===== config.mk =====
export PLATFORM = sky130hd
export DESIGN_NAME = seq_alu
export DESIGN_NICKNAME = d
export VERILOG_FILES = /design/src/rtl/seq_alu_pkg.sv /design/src/rtl/seq_alu_muldiv.sv /design/src/rtl/seq_alu.sv
export SDC_FILE = /design/constraint.sdc
export NUM_CORES = 1
export LEC_CHECK = 0
export CAP_MARGIN = 30
export CORE_ASPECT_RATIO = 1.5
export CORE_MARGIN = 2
export CORE_UTILIZATION = 69
export DETAILED_ROUTE_END_ITERATION = 10
export PLACE_DENSITY = 0.89
export REMOVE_ABC_BUFFERS = 1
export SYNTH_ARGS = -nofsm -noshare
export SYNTH_HDL_FRONTEND = slang
export SYNTH_HIERARCHICAL = 1
export SYNTH_SLANG_ARGS = --single-unit

===== constraint.sdc =====
create_clock -name clk -period 7.8 [get_ports clk]
set_input_delay 0.78 -clock clk [delete_from_list [all_inputs] [get_ports clk]]
set_output_delay 0.78 -clock clk [all_outputs]
set_load 0.05 [all_outputs]

===== src/rtl/seq_alu_pkg.sv =====
// Shared definitions for the sequential ALU: opcode map, handshake FSM states,
// and the classifier that routes opcodes to the iterative multiply/divide unit.
package seq_alu_pkg;

  localparam int OP_BITS = 5;
  typedef logic [OP_BITS-1:0] op_t;

  localparam op_t OP_ADD   = 5'd0;
  localparam op_t OP_SUB   = 5'd1;
  localparam op_t OP_SLL   = 5'd2;
  localparam op_t OP_SLT   = 5'd3;
  localparam op_t OP_SLTU  = 5'd4;
  localparam op_t OP_XOR   = 5'd5;
  localparam op_t OP_OR    = 5'd6;
  localparam op_t OP_AND   = 5'd7;
  localparam op_t OP_SRL   = 5'd8;
  localparam op_t OP_SRA   = 5'd9;
  localparam op_t OP_MUL   = 5'd10;
  localparam op_t OP_MULH  = 5'd11;
  localparam op_t OP_MULHU = 5'd12;
  localparam op_t OP_DIV   = 5'd13;
  localparam op_t OP_DIVU  = 5'd14;
  localparam op_t OP_REM   = 5'd15;
  localparam op_t OP_REMU  = 5'd16;

  typedef enum logic [1:0] {S_IDLE, S_BUSY, S_DONE} state_t;

  function automatic logic is_iterative(op_t op);
    return (op >= OP_MUL) && (op <= OP_REMU);
  endfunction

endpackage


===== src/rtl/seq_alu_muldiv.sv =====
// Iterative multiply/divide: operands reduced to magnitudes on start, WIDTH
// shift-add or restoring-subtract steps, then a combinational sign fixup.
module seq_alu_muldiv
  import seq_alu_pkg::*;
#(
  parameter int WIDTH = 32
) (
  input  logic             clk,
  input  logic             rst_n,
  input  logic             start,
  input  op_t              op,
  input  logic [WIDTH-1:0] a,
  input  logic [WIDTH-1:0] b,
  output logic             done,
  output logic [WIDTH-1:0] result
);

  localparam int CW = $clog2(WIDTH + 1);

  logic               active;
  logic [CW-1:0]      cnt;
  logic [2*WIDTH-1:0] acc;      // mul: {product hi, multiplier}; div: {remainder, quotient}
  logic [WIDTH-1:0]   opd;      // multiplicand or divisor magnitude
  op_t                op_q;
  logic               neg_p, neg_a, div_zero;

  logic               signed_op, a_neg, b_neg;
  logic [WIDTH-1:0]   a_abs, b_abs;
  logic               is_div;

  assign signed_op = (op == OP_MULH) || (op == OP_DIV) || (op == OP_REM);
  assign a_neg     = signed_op & a[WIDTH-1];
  assign b_neg     = signed_op & b[WIDTH-1];
  assign a_abs     = a_neg ? -a : a;
  assign b_abs     = b_neg ? -b : b;
  assign is_div    = (op_q >= OP_DIV);

  logic [WIDTH:0]     mul_sum;
  logic [WIDTH:0]     rem_sh;
  logic [WIDTH-1:0]   rem_diff;
  logic [2*WIDTH-1:0] step_next;

  always_comb begin
    mul_sum  = {1'b0, acc[2*WIDTH-1:WIDTH]} + (acc[0] ? {1'b0, opd} : '0);
    rem_sh   = {acc[2*WIDTH-1:WIDTH], acc[WIDTH-1]};
    rem_diff = rem_sh[WIDTH-1:0] - opd;
    if (!is_div)
      step_next = {mul_sum, acc[WIDTH-1:1]};
    else if (rem_sh >= {1'b0, opd})
      step_next = {rem_diff, acc[WIDTH-2:0], 1'b1};
    else
      step_next = {acc[2*WIDTH-2:0], 1'b0};
  end

  assign done = active && (cnt == CW'(WIDTH));

  logic [2*WIDTH-1:0] prod;
  logic [WIDTH-1:0]   quo, rem;
  assign prod = neg_p ? -acc : acc;
  assign quo  = acc[WIDTH-1:0];
  assign rem  = acc[2*WIDTH-1:WIDTH];

  // Divide-by-zero keeps the all-ones quotient unsigned; the overflow case
  // (MIN / -1) falls out naturally since |MIN| reads back as MIN.
  always_comb begin
    result = '0;
    case (op_q)
      OP_MUL:   result = prod[WIDTH-1:0];
      OP_MULH:  result = prod[2*WIDTH-1:WIDTH];
      OP_MULHU: result = rem;
      OP_DIV:   result = (neg_p && !div_zero) ? -quo : quo;
      OP_DIVU:  result = quo;
      OP_REM:   result = neg_a ? -rem : rem;
      OP_REMU:  result = rem;
      default:  result = '0;
    endcase
  end

  always_ff @(posedge clk or negedge rst_n) begin
    if (!rst_n) begin
      active   <= 1'b0;
      cnt      <= '0;
      acc      <= '0;
      opd      <= '0;
      op_q     <= OP_ADD;
      neg_p    <= 1'b0;
      neg_a    <= 1'b0;
      div_zero <= 1'b0;
    end else if (start) begin
      active   <= 1'b1;
      cnt      <= '0;
      acc      <= {{WIDTH{1'b0}}, a_abs};
      opd      <= b_abs;
      op_q     <= op;
      neg_p    <= a_neg ^ b_neg;
      neg_a    <= a_neg;
      div_zero <= (b == '0);
    end else if (active) begin
      if (done) begin
        active <= 1'b0;
      end else begin
        acc <= step_next;
        cnt <= cnt + 1'b1;
      end
    end
  end

endmodule


===== src/rtl/seq_alu.sv =====
// Multi-cycle execute-stage ALU: valid/ready handshake FSM, single-cycle
// datapath, registered result, and the iterative unit for MUL*/DIV*/REM*.
module seq_alu
  import seq_alu_pkg::*;
#(
  parameter int WIDTH = 32,
  parameter int OPW   = 5
) (
  input  logic             clk,
  input  logic             rst_n,
  input  logic             in_valid,
  output logic             in_ready,
  input  logic [WIDTH-1:0] A,
  input  logic [WIDTH-1:0] B,
  input  logic [OPW-1:0]   opcode,
  output logic             out_valid,
  input  logic             out_ready,
  output logic [WIDTH-1:0] Y,
  output logic             zero,
  output logic             illegal,
  output logic             busy
);

  localparam int SHW = $clog2(WIDTH);

  state_t           state;
  logic             up;         // low for the first cycle out of reset
  logic             accept;
  op_t              op;
  logic [SHW-1:0]   shamt;
  logic [WIDTH-1:0] alu_y;
  logic             alu_ill;
  logic             md_done;
  logic [WIDTH-1:0] md_result;

  assign op        = op_t'(opcode);
  assign shamt     = B[SHW-1:0];
  assign out_valid = (state == S_DONE);
  assign busy      = (state == S_BUSY);
  assign in_ready  = up && ((state == S_IDLE) || ((state == S_DONE) && out_ready));
  assign accept    = in_valid && in_ready;

  // NOTE: every always_comb output gets a default first, so no path leaves it
  // unassigned and no latch is inferred.
  always_comb begin
    alu_y   = '0;
    alu_ill = 1'b0;
    case (op)
      OP_ADD:  alu_y = A + B;
      OP_SUB:  alu_y = A - B;
      OP_SLL:  alu_y = A << shamt;
      OP_SLT:  alu_y = {{(WIDTH-1){1'b0}}, $signed(A) < $signed(B)};
      OP_SLTU: alu_y = {{(WIDTH-1){1'b0}}, A < B};
      OP_XOR:  alu_y = A ^ B;
      OP_OR:   alu_y = A | B;
      OP_AND:  alu_y = A & B;
      OP_SRL:  alu_y = A >> shamt;
      OP_SRA:  alu_y = $signed(A) >>> shamt;
      default: alu_ill = !is_iterative(op);
    endcase
  end

  seq_alu_muldiv #(.WIDTH(WIDTH)) u_muldiv (
    .clk    (clk),
    .rst_n  (rst_n),
    .start  (accept && is_iterative(op)),
    .op     (op),
    .a      (A),
    .b      (B),
    .done   (md_done),
    .result (md_result)
  );

  // NOTE: state registers use non-blocking assignments so every flop samples
  // the pre-edge values regardless of statement order.
  always_ff @(posedge clk or negedge rst_n) begin
    if (!rst_n) begin
      state   <= S_IDLE;
      up      <= 1'b0;
      Y       <= '0;
      zero    <= 1'b1;
      illegal <= 1'b0;
    end else begin
      up <= 1'b1;
      case (state)
        S_BUSY: begin
          if (md_done) begin
            state   <= S_DONE;
            Y       <= md_result;
            zero    <= (md_result == '0);
            illegal <= 1'b0;
          end
        end
        default: begin
          if (accept) begin
            if (is_iterative(op)) begin
              state <= S_BUSY;
            end else begin
              state   <= S_DONE;
              Y       <= alu_y;
              zero    <= (alu_y == '0);
              illegal <= alu_ill;
            end
          end else if ((state == S_DONE) && out_ready) begin
            state <= S_IDLE;
          end
        end
      endcase
    end
  end

endmodule


==> results of run 1 <==
[cell usage after synthesis, drive strengths merged (14+ instances only)]
master     n
mux2i     86
mux4      45
a211o     14
inv      172
and2      21
a21oi    388
mux2      51
or3       39
nand2    353
o2111ai   16
nand2b    29
nor2     361
ha       170
and3      18
nor3      96
nor4      54
nand3     74
dfrtp    147
o21ai    251
a22oi     21
or4       16
o211ai    49
xnor2     96
a221oi    31
o31ai     34
or2       20
a21o      45
a211oi    67
o21a      19
nor2b     31
a31oi     40
clkbuf   197
o221ai    16
buf       50
o22ai     22
nand4     40
xor2      63
[cells by family after synthesis]
kind of cell    Yosys count  synth area share [%]
buf+inv                 421                  6.76
flops                   148                  15.1
simple gates           1193                  22.9
compound gates         1169                  30.5
other cells               1                0.0153
mux                     182                  10.0
xor+xnor                159                  5.68
fa+ha+maj               174                  8.99
[layer usage]
layer	overflow	global-route usage, %
met3	5	44.1
met4	75	64.9
met1	2	65.8
met2	91	85.1
met5	0	14.8
[metrics by stage]
| stage | cell area [µm²] | utilization, % | hold slack, ns | setup WS [ns] |
|---|---|---|---|---|
| 4_1_cts | 26300 | 74.8 | 0.390 | 2.76 |
| 3_5_place_dp | 25700 | 73.1 | 0.487 | 2.30 |
| 3_3_place_gp | 25600 | 73.0 | 0.474 | 2.46 |
| 2_1_floorplan | 23500 | - | 0.484 | -1.78 |
==> summary.txt, run 1 <==
Place
  – Placed cell count: 3834
  – DP HPWL: 79.1 mm
  – Buffers on Ports: 109
  – Placer Congestion: 1.41

Logic synthesis
  – Post-synth EDFFs: 0
  – Primary FF master, synth: dfrtp_1
  – Syn Area/Cell: 7.12 µm²
  – Mapped cell area: 0.0245 mm²
  – Cells after Synth: 3447
  – Area contributors post-synth: dfrtp_1 (15%), ha_1 (8.7%), a21oi_1 (7.9%)
  – Asr flop ratio synth: 100%
  – Yosys top cell area share: 15.0%
  – Cell taking the most area after synthesis: dfrtp_1
  – Sequential area share after synthesis: 15.1%
  – Synth unique cells: 102
  – Synth Warn #: 6
  – FF+latch count, synth: 148

GRT
  – All-Layer GR Usage: 65.4%
  – Largest net degree at the start of global routing: 168
  – Gr ovfl total: 173
  – First-pass GRT wire length: 190 mm
  – Vias in the first global route: 31700

Clock network
  – TritonCTS Buffers: 17
  – Number of buffers inserted by post-CTS setup repair: 0
  – CTS root buffer: clkbuf_16
  – Post-CTS Resized: 0
  – Htree depth: 4
  – Count of hold-fix buffers inserted at cts: 0
  – Clock buffer depth: 2
  – Num Clock Sinks: 148

Outcome
  – Stage reached: global routing (5_1_grt)
  – Log Error: [ERROR GRT-0116] Global routing finished with congestion. Check the congestion regions in the DRC Viewer.
  – Status: did not finish

Floorplanning
  – Die height: 235 µm
  – IO Pins: 110
  – Die X-Extent: 158 µm
  – Initial Util: 69.9%
  – Rows: 84
==> run 2: changes to the inputs <==
- CORE_ASPECT_RATIO: 1.5 -> not set
- CORE_UTILIZATION: 69 -> 40
- PLACE_DENSITY: 0.89 -> not set
- PLACE_DENSITY_LB_ADDON: not set -> 0.15
==> summary.txt, run 2 <==
Logic synthesis
  – Primary FF master, synth: dfrtp_1
  – Synth unique cells: 102 (unchanged)
  – Sequential area share after synthesis: 15.1% (unchanged)
  – Most frequent cells after synthesis: a21oi_1 (388), nor2_1 (361), nand2_1 (351)
  – Cell taking the most area after synthesis: dfrtp_1
  – FF+latch count, synth: 148 (unchanged)
  – Top-count cell post-synth: a21oi_1
  – Asr flop ratio synth: 100% (unchanged)
  – Yosys top cell area share: 15.0% (unchanged)
  – Mapped cell area: 0.0245 mm² (unchanged)
  – Post-synth EDFFs: 0 (unchanged)
  – Synth Warn #: 6 (unchanged)
  – Cells after Synth: 3447 (unchanged)
  – Area contributors post-synth: dfrtp_1 (15%), ha_1 (8.7%), a21oi_1 (7.9%)
  – Syn Area/Cell: 7.12 µm² (unchanged)

GRT
  – Gr ovfl total: 0
  – Largest net degree at the start of global routing: 132
  – All-Layer GR Usage: 39.6%
  – Vias in the first global route: 27400
  – First-pass GRT wire length: 187 mm
  – Initial antenna violation count: 1

Detailed routing
  – DR WL met2: 56.8 mm
  – Vias: 28700
  – Remaining DRCs: 0
  – WL met1: 50.4 mm
  – DRT Wirelength: 128 mm
  – Highest Signal Layer: met4
  – Drt pass-1 iters: 6
  – Met3 wire len: 11.4 mm
  – Routed Antenna Nets: 0
  – Iter 0 DRT Violations: 3578
  – Routed wire per std cell: 30.5 µm
  – Via density: 6.82

Final layout
  – Most common cell after layout, fill and taps aside: a21oi_1
  – Area grow syn2layout: 9.67%
  – Largest Register: u_muldiv/acc
  – Nets: 3656
  – Filler cells: 6282
  – Diodes inserted: 0
  – Final Non-Filler Cells: 4204
  – Commonest cells after routing, fill and taps aside: a21oi_1 (386), nor2_1 (359), nand2_1 (350)
  – Fraction of layout instances using a drive strength above 1: 8.07%
  – Top flop regs: u_muldiv/acc x64, Y x32, u_muldiv/opd x32
  – Largest register FFs: 64

Place
  – DP HPWL: 99.9 mm (+26%)
  – Buffers on Ports: 109 (unchanged)
  – Placer Congestion: 1.07 (-24%)
  – Placed cell count: 4169 (+8.7%)

Clock network
  – Num Clock Sinks: 148 (unchanged)
  – TritonCTS Buffers: 17 (unchanged)
  – Clock buffer depth: 2 (unchanged)
  – CTS root buffer: clkbuf_16
  – Count of hold-fix buffers inserted at cts: 0 (unchanged)
  – Clk pin slew, worst setup/hold paths: 0.08 ns
  – CTS tree: built
  – Clk Latency, worst-skew pair: 0.49 ns
  – Number of buffers inserted by post-CTS setup repair: 0 (unchanged)
  – Htree depth: 4 (unchanged)
  – Post-CTS Resized: 0 (unchanged)

Floorplanning
  – Die height: 252 µm (+7.1%)
  – Die ar.: 0.0633 mm²
  – Core Area: 0.0605 mm²
  – Die X-Extent: 252 µm (+59%)
  – Initial Util: 40.6% (-29 points)
  – IO Pins: 110 (unchanged)
  – Rows: 90 (+7.1%)

Timing
  – Fin crit share: 75.8%
  – Fin. max-slew vios: 0
  – Fmax: 169 MHz
  – Final Setup Violations: 0
  – RSZ-0062 raised after global routing: false
  – Least-Margin Pin Slew: 1.13 ns
  – Hold WS: 0.201 ns
  – Clk_skew: 0.0233 ns
  – Slew headroom: 24.3%
  – Min Tclk post-route: 5.91 ns
  – Final hold vios: 0

Pwr
  – Internal: 0.00155 W
  – Net Sw Frac: 39.5%
  – Combinational Power Share: 34.2%
  – P per Cell Area: 95.4 mW/mm²
  – Clock group share of total power: 35.9%
  – Total chip power: 0.00257 W
  – Flop pwr share: 29.9%
  – Leakage: 10.8 nW
  – Peak supply drop: 151 µV
  – Switch Pwr: 0.00102 W

Setup path
  – Startpoint types: flip-flop
  – Crit path capture type: flip-flop
  – Origin of the critical flop-to-flop path: u_muldiv/acc[7]
  – Worst EP required: 8.20 ns
  – Crit path cell chain: nor4_1 > nand2b_1 > nor4_2 > nand3_1 > or2_2 > o21ai_0 > xnor2_1 > a221oi_1 > o311ai_0 > nor2_1 > nand3_1 > nor4_1 > a21oi_1 > o31ai_2
  – CP arrival: 6.31 ns
  – Critical path's largest stage delay: 0.67 ns
  – Maximum fanout along the worst path: 11
  – Critical path startpoint: u_muldiv/acc[7]
  – CP Class: reg -> reg
  – Slowest CP cell: nor4_1

Outcome
  – Status: finished clean

Hold path
  – Worst hold path class: in -> async

Run
  – Max-Cap Viols: 0
[run 2: cell counts after synthesis]
Identical to the previous run, type by type.
[run 2: power groups by stage]
stage	sequential, W	clock [W]	combinational [W]
2_1_floorplan	0.000782	0	0.000463
3_3_place_gp	0.000782	0	0.000849
3_5_place_dp	0.000782	0	0.000843
4_1_cts	0.000767	0.000939	0.000847
5_1_grt	0.000767	0.000964	0.000922
6_report	0.000767	0.000922	0.000879
[run 2: critical path: cells and delay by family (launching register included)]
kind / cells / cell delay, ns
flops: 1 / 0.60
compound gates: 5 / 1.46
simple gates: 8 / 3.59
xor+xnor: 1 / 0.15
[run 2: area by class of cell]
type	count	area, µm²	share of cell area (%)
tap	782	978	3.64
sequential	148	3700	13.8
inverter	174	653	2.43
timing repair buffer	190	1720	6.38
clock inverter	15	205	0.762
multi-input combinational	2878	19200	71.4
clock buffer	17	425	1.58
[run 2: worst paths after layout]
check / end / slack (ns) / cells after the start
max in group asynchronous: u_muldiv/opd[16] / 6.42 / 2
min in group clk: Y[20] / 0.48 / 2
hold / removal: u_muldiv/acc[36] / 0.20 / 1
setup / recovery: zero / 1.89 / 14
setup reg to reg: zero / 1.89 / 14
hold reg to reg: Y[20] / 0.48 / 2
[run 2: metal layers]
| metal | GRT usage [%] | vias up |
|---|---|---|
| met1 | 49.1 | 14000 |
| met4 | 26.1 | 0 |
| met5 | 0 | - |
| met2 | 62.6 | 1667 |
| li1 | - | 12700 |
| met3 | 7.64 | 383 |
[run 2: metrics by stage]
stage	area (µm²)	TNS, ns	utilization, %	setup slack, ns
after floorplan	23500	-31.65	-	-1.78
after global placement	26200	0	43.3	2.04
after detailed placement	26200	0	43.4	2.06
after CTS	26900	0	44.4	2.26
after global routing	26900	0	44.5	1.87
final	26900	0	44.5	1.89
[run 2: cells by family (layout without fill, tap and decap cells)]
group	Yosys count	count (layout)	synth area share (%)
flip-flops	148	148	15.1
multiplexers	182	182	10.0
other	1	1	0.0153
adder cells (fa/ha/maj)	174	174	8.99
buffers and inverters	421	396	6.76
XOR/XNOR	159	159	5.68
AO/OA/AOI/OAI	1169	1169	30.5
AND/OR/NAND/NOR	1193	1193	22.9
(Power assumes the default switching activity.)
==> run 3: changes to the inputs <==
- clock period: 7.8 -> 5.3 ns (I/O delays scaled with it)
==> summary.txt, run 3 (synthesized netlist as in run 2, its figures left out) <==
Setup path
  – CP arrival: 5.49 ns (-0.82 ns)
  – Crit path capture type: flip-flop
  – Maximum fanout along the worst path: 7 (-4)
  – Origin of the critical flop-to-flop path: u_muldiv/acc[33]
  – Worst EP required: 5.68 ns (-2.52 ns)
  – Reg-to-Reg End: zero
  – CP Class: reg -> reg
  – Startpoint types: flip-flop
  – Path depth of the worst reg2reg path: 16 (+2)
  – R2R Setup Slk: 0.20 ns (-1.69 ns)

Detailed routing
  – Routed wire per std cell: 30.0 µm (-1.6%)
  – Iter 0 DRT Violations: 3671 (+2.6%)
  – Remaining DRCs: 0 (unchanged)
  – Routed Antenna Nets: 0 (unchanged)
  – DRT Wirelength: 131 mm (+2.0%)
  – Drt pass-1 iters: 7 (+1)
  – Vias: 29300 (+2.0%)
  – Via density: 6.71 (-1.6%)

GRT
  – Gr ovfl total: 0 (unchanged)
  – Largest net degree at the start of global routing: 149 (+13%)
  – First-pass GRT wire length: 190 mm (+1.7%)
  – Vias in the first global route: 28000 (+2.0%)
  – All-Layer GR Usage: 40.3% (+0.73 points)
  – Initial antenna violation count: 3 (+2)

Final layout
  – Fraction of layout instances using a drive strength above 1: 12.1% (+4.0 points)
  – Nets: 3811 (+4.2%)
  – Area grow syn2layout: 14.4%
  – Top flop regs: u_muldiv/acc x64, Y x32, u_muldiv/opd x32
  – Most common cell after layout, fill and taps aside: a21oi_1
  – Fin util: 46.4% (+1.9 points)
  – Cell area after layout: 0.0281 mm² (+4.3%)
  – Commonest cells after routing, fill and taps aside: a21oi_1 (386), nor2_1 (359), nand2_1 (350)
  – Largest register FFs: 64 (unchanged)
  – Largest Register: u_muldiv/acc

Floorplanning
  – Initial Util: 40.6% (unchanged)
  – IO Pins: 110 (unchanged)
  – Core Area: 0.0605 mm² (unchanged)
  – Die ar.: 0.0633 mm² (unchanged)
  – Die X-Extent: 252 µm (unchanged)
  – Rows: 90 (unchanged)
  – Die height: 252 µm (unchanged)

Clock network
  – Post-CTS Resized: 0 (unchanged)
  – TritonCTS Buffers: 17 (unchanged)
  – CTS tree: built
  – Number of buffers inserted by post-CTS setup repair: 0 (unchanged)
  – Count of hold-fix buffers inserted at cts: 0 (unchanged)
  – CTS root buffer: clkbuf_16
  – Clk pin slew, worst setup/hold paths: 0.07 ns (about the same)
  – Htree depth: 4 (unchanged)
  – Clock buffer depth: 2 (unchanged)
  – Clk Latency, worst-skew pair: 0.46 ns (-0.03 ns)
  – Num Clock Sinks: 148 (unchanged)

Timing
  – Least-Margin Pin Slew: 1.11 ns (-0.0245 ns)
  – Slew headroom: 25.9% (+1.6 points)
  – Clk_skew: 0.0132 ns (-0.0100 ns)
  – Final hold vios: 0 (unchanged)
  – Fmax: 196 MHz (+16%)
  – Fin crit share: 96.3% (+21 points)
  – Min Tclk post-route: 5.10 ns (-0.805 ns)
  – Final Setup Violations: 0 (unchanged)
  – Fin. max-slew vios: 0 (unchanged)
  – RSZ-0062 raised after global routing: false

Place
  – Buffers on Ports: 109 (unchanged)
  – Placement Cell Area: 0.0275 mm² (+4.6%)
  – DP HPWL: 104 mm (+4.0%)
  – Placer Congestion: 1.09 (+1.9%)

Outcome
  – Status: finished clean

Pwr
  – P per Cell Area: 136 mW/mm² (+43%)
  – Total chip power: 0.00383 W (+49%)
  – Peak supply drop: 215 µV (+42%)
  – Leakage: 11.5 nW (+6.9%)

Hold path
  – Worst hold path class: in -> async

Run
  – Max-Cap Viols: 0 (unchanged)
[run 3: changes by cell type in the layout (fill, tap and decap cells not counted), moves of 2 or more]
cell | before | now
buf_6 | 3 | 1
buf_4 | 72 | 229
buf_12 | 1 | 5
inv_8 | 4 | 2
clkinv_2 | 0 | 2
[run 3: layout make-up]
class / count / area, µm²
inverters: 174 / 653
repair buffers: 345 / 2900
fillers: 6237 / 32400
clock buffers: 17 / 425
diodes: 1 / 2.50
multi-input cells: 2878 / 19200
well taps: 782 / 978
clock inverters: 15 / 164
flip-flops and latches: 148 / 3700
[run 3: worst max-delay path by stage]
stage | from | to | slack (ns) | cells past startpoint
floorplan | out_ready | u_muldiv/acc[63] | -4.03 | 9
detailed placement | opcode[0] | zero | 0.13 | 13
CTS | u_muldiv/acc[33] | zero | 0.37 | 16
global route | u_muldiv/acc[33] | zero | 0.13 | 16
global placement | opcode[0] | zero | 0.10 | 13
finish | u_muldiv/acc[33] | zero | 0.20 | 16
[run 3: layer usage]
layer	GRT usage [%]	wire [µm]	up-vias
met1	48.9	49700	14100
met4	27.4	10800	2
met3	6.09	10900	436
li1	-	-	13000
met5	0	13	-
met2	66.0	59200	1788
[run 3: metrics by stage]
step | TNS [ns] | hold slack [ns] | instances | setup slack [ns]
after floorplan | -280.59 | 0.234 | 3200 | -4.03
after global placement | 0 | 0.476 | 4324 | 0.104
after detailed placement | 0 | 0.481 | 4325 | 0.132
after CTS | 0 | 0.232 | 4357 | 0.373
after global routing | 0 | 0.236 | 4359 | 0.126
final | 0 | 0.152 | 4360 | 0.195
[run 3: worst max-delay path: stages (launching register included)]
cell and delay [ns]:
dfrtp_1 0.48, inv_1 0.18, ha_1 0.22, or3b_1 0.41, or3_1 0.41, or3_1 0.48, or3_1 0.41, o21ai_0 0.30
nor3_1 0.08, a211oi_1 0.31, o311ai_0 0.29, buf_2 0.24, nor4_1 0.27, nand4_1 0.14, nor4_1 0.59, a21oi_1 0.13
o31ai_2 0.09
[run 3: report_power, final]
group	internal (W)	switching (W)	leakage, nW	total [W]
clock	0.000668	0.000600	0.289	0.00127
sequential	0.00113	0.0000000834	1.85	0.00113
combinational	0.000517	0.000912	9.40	0.00143
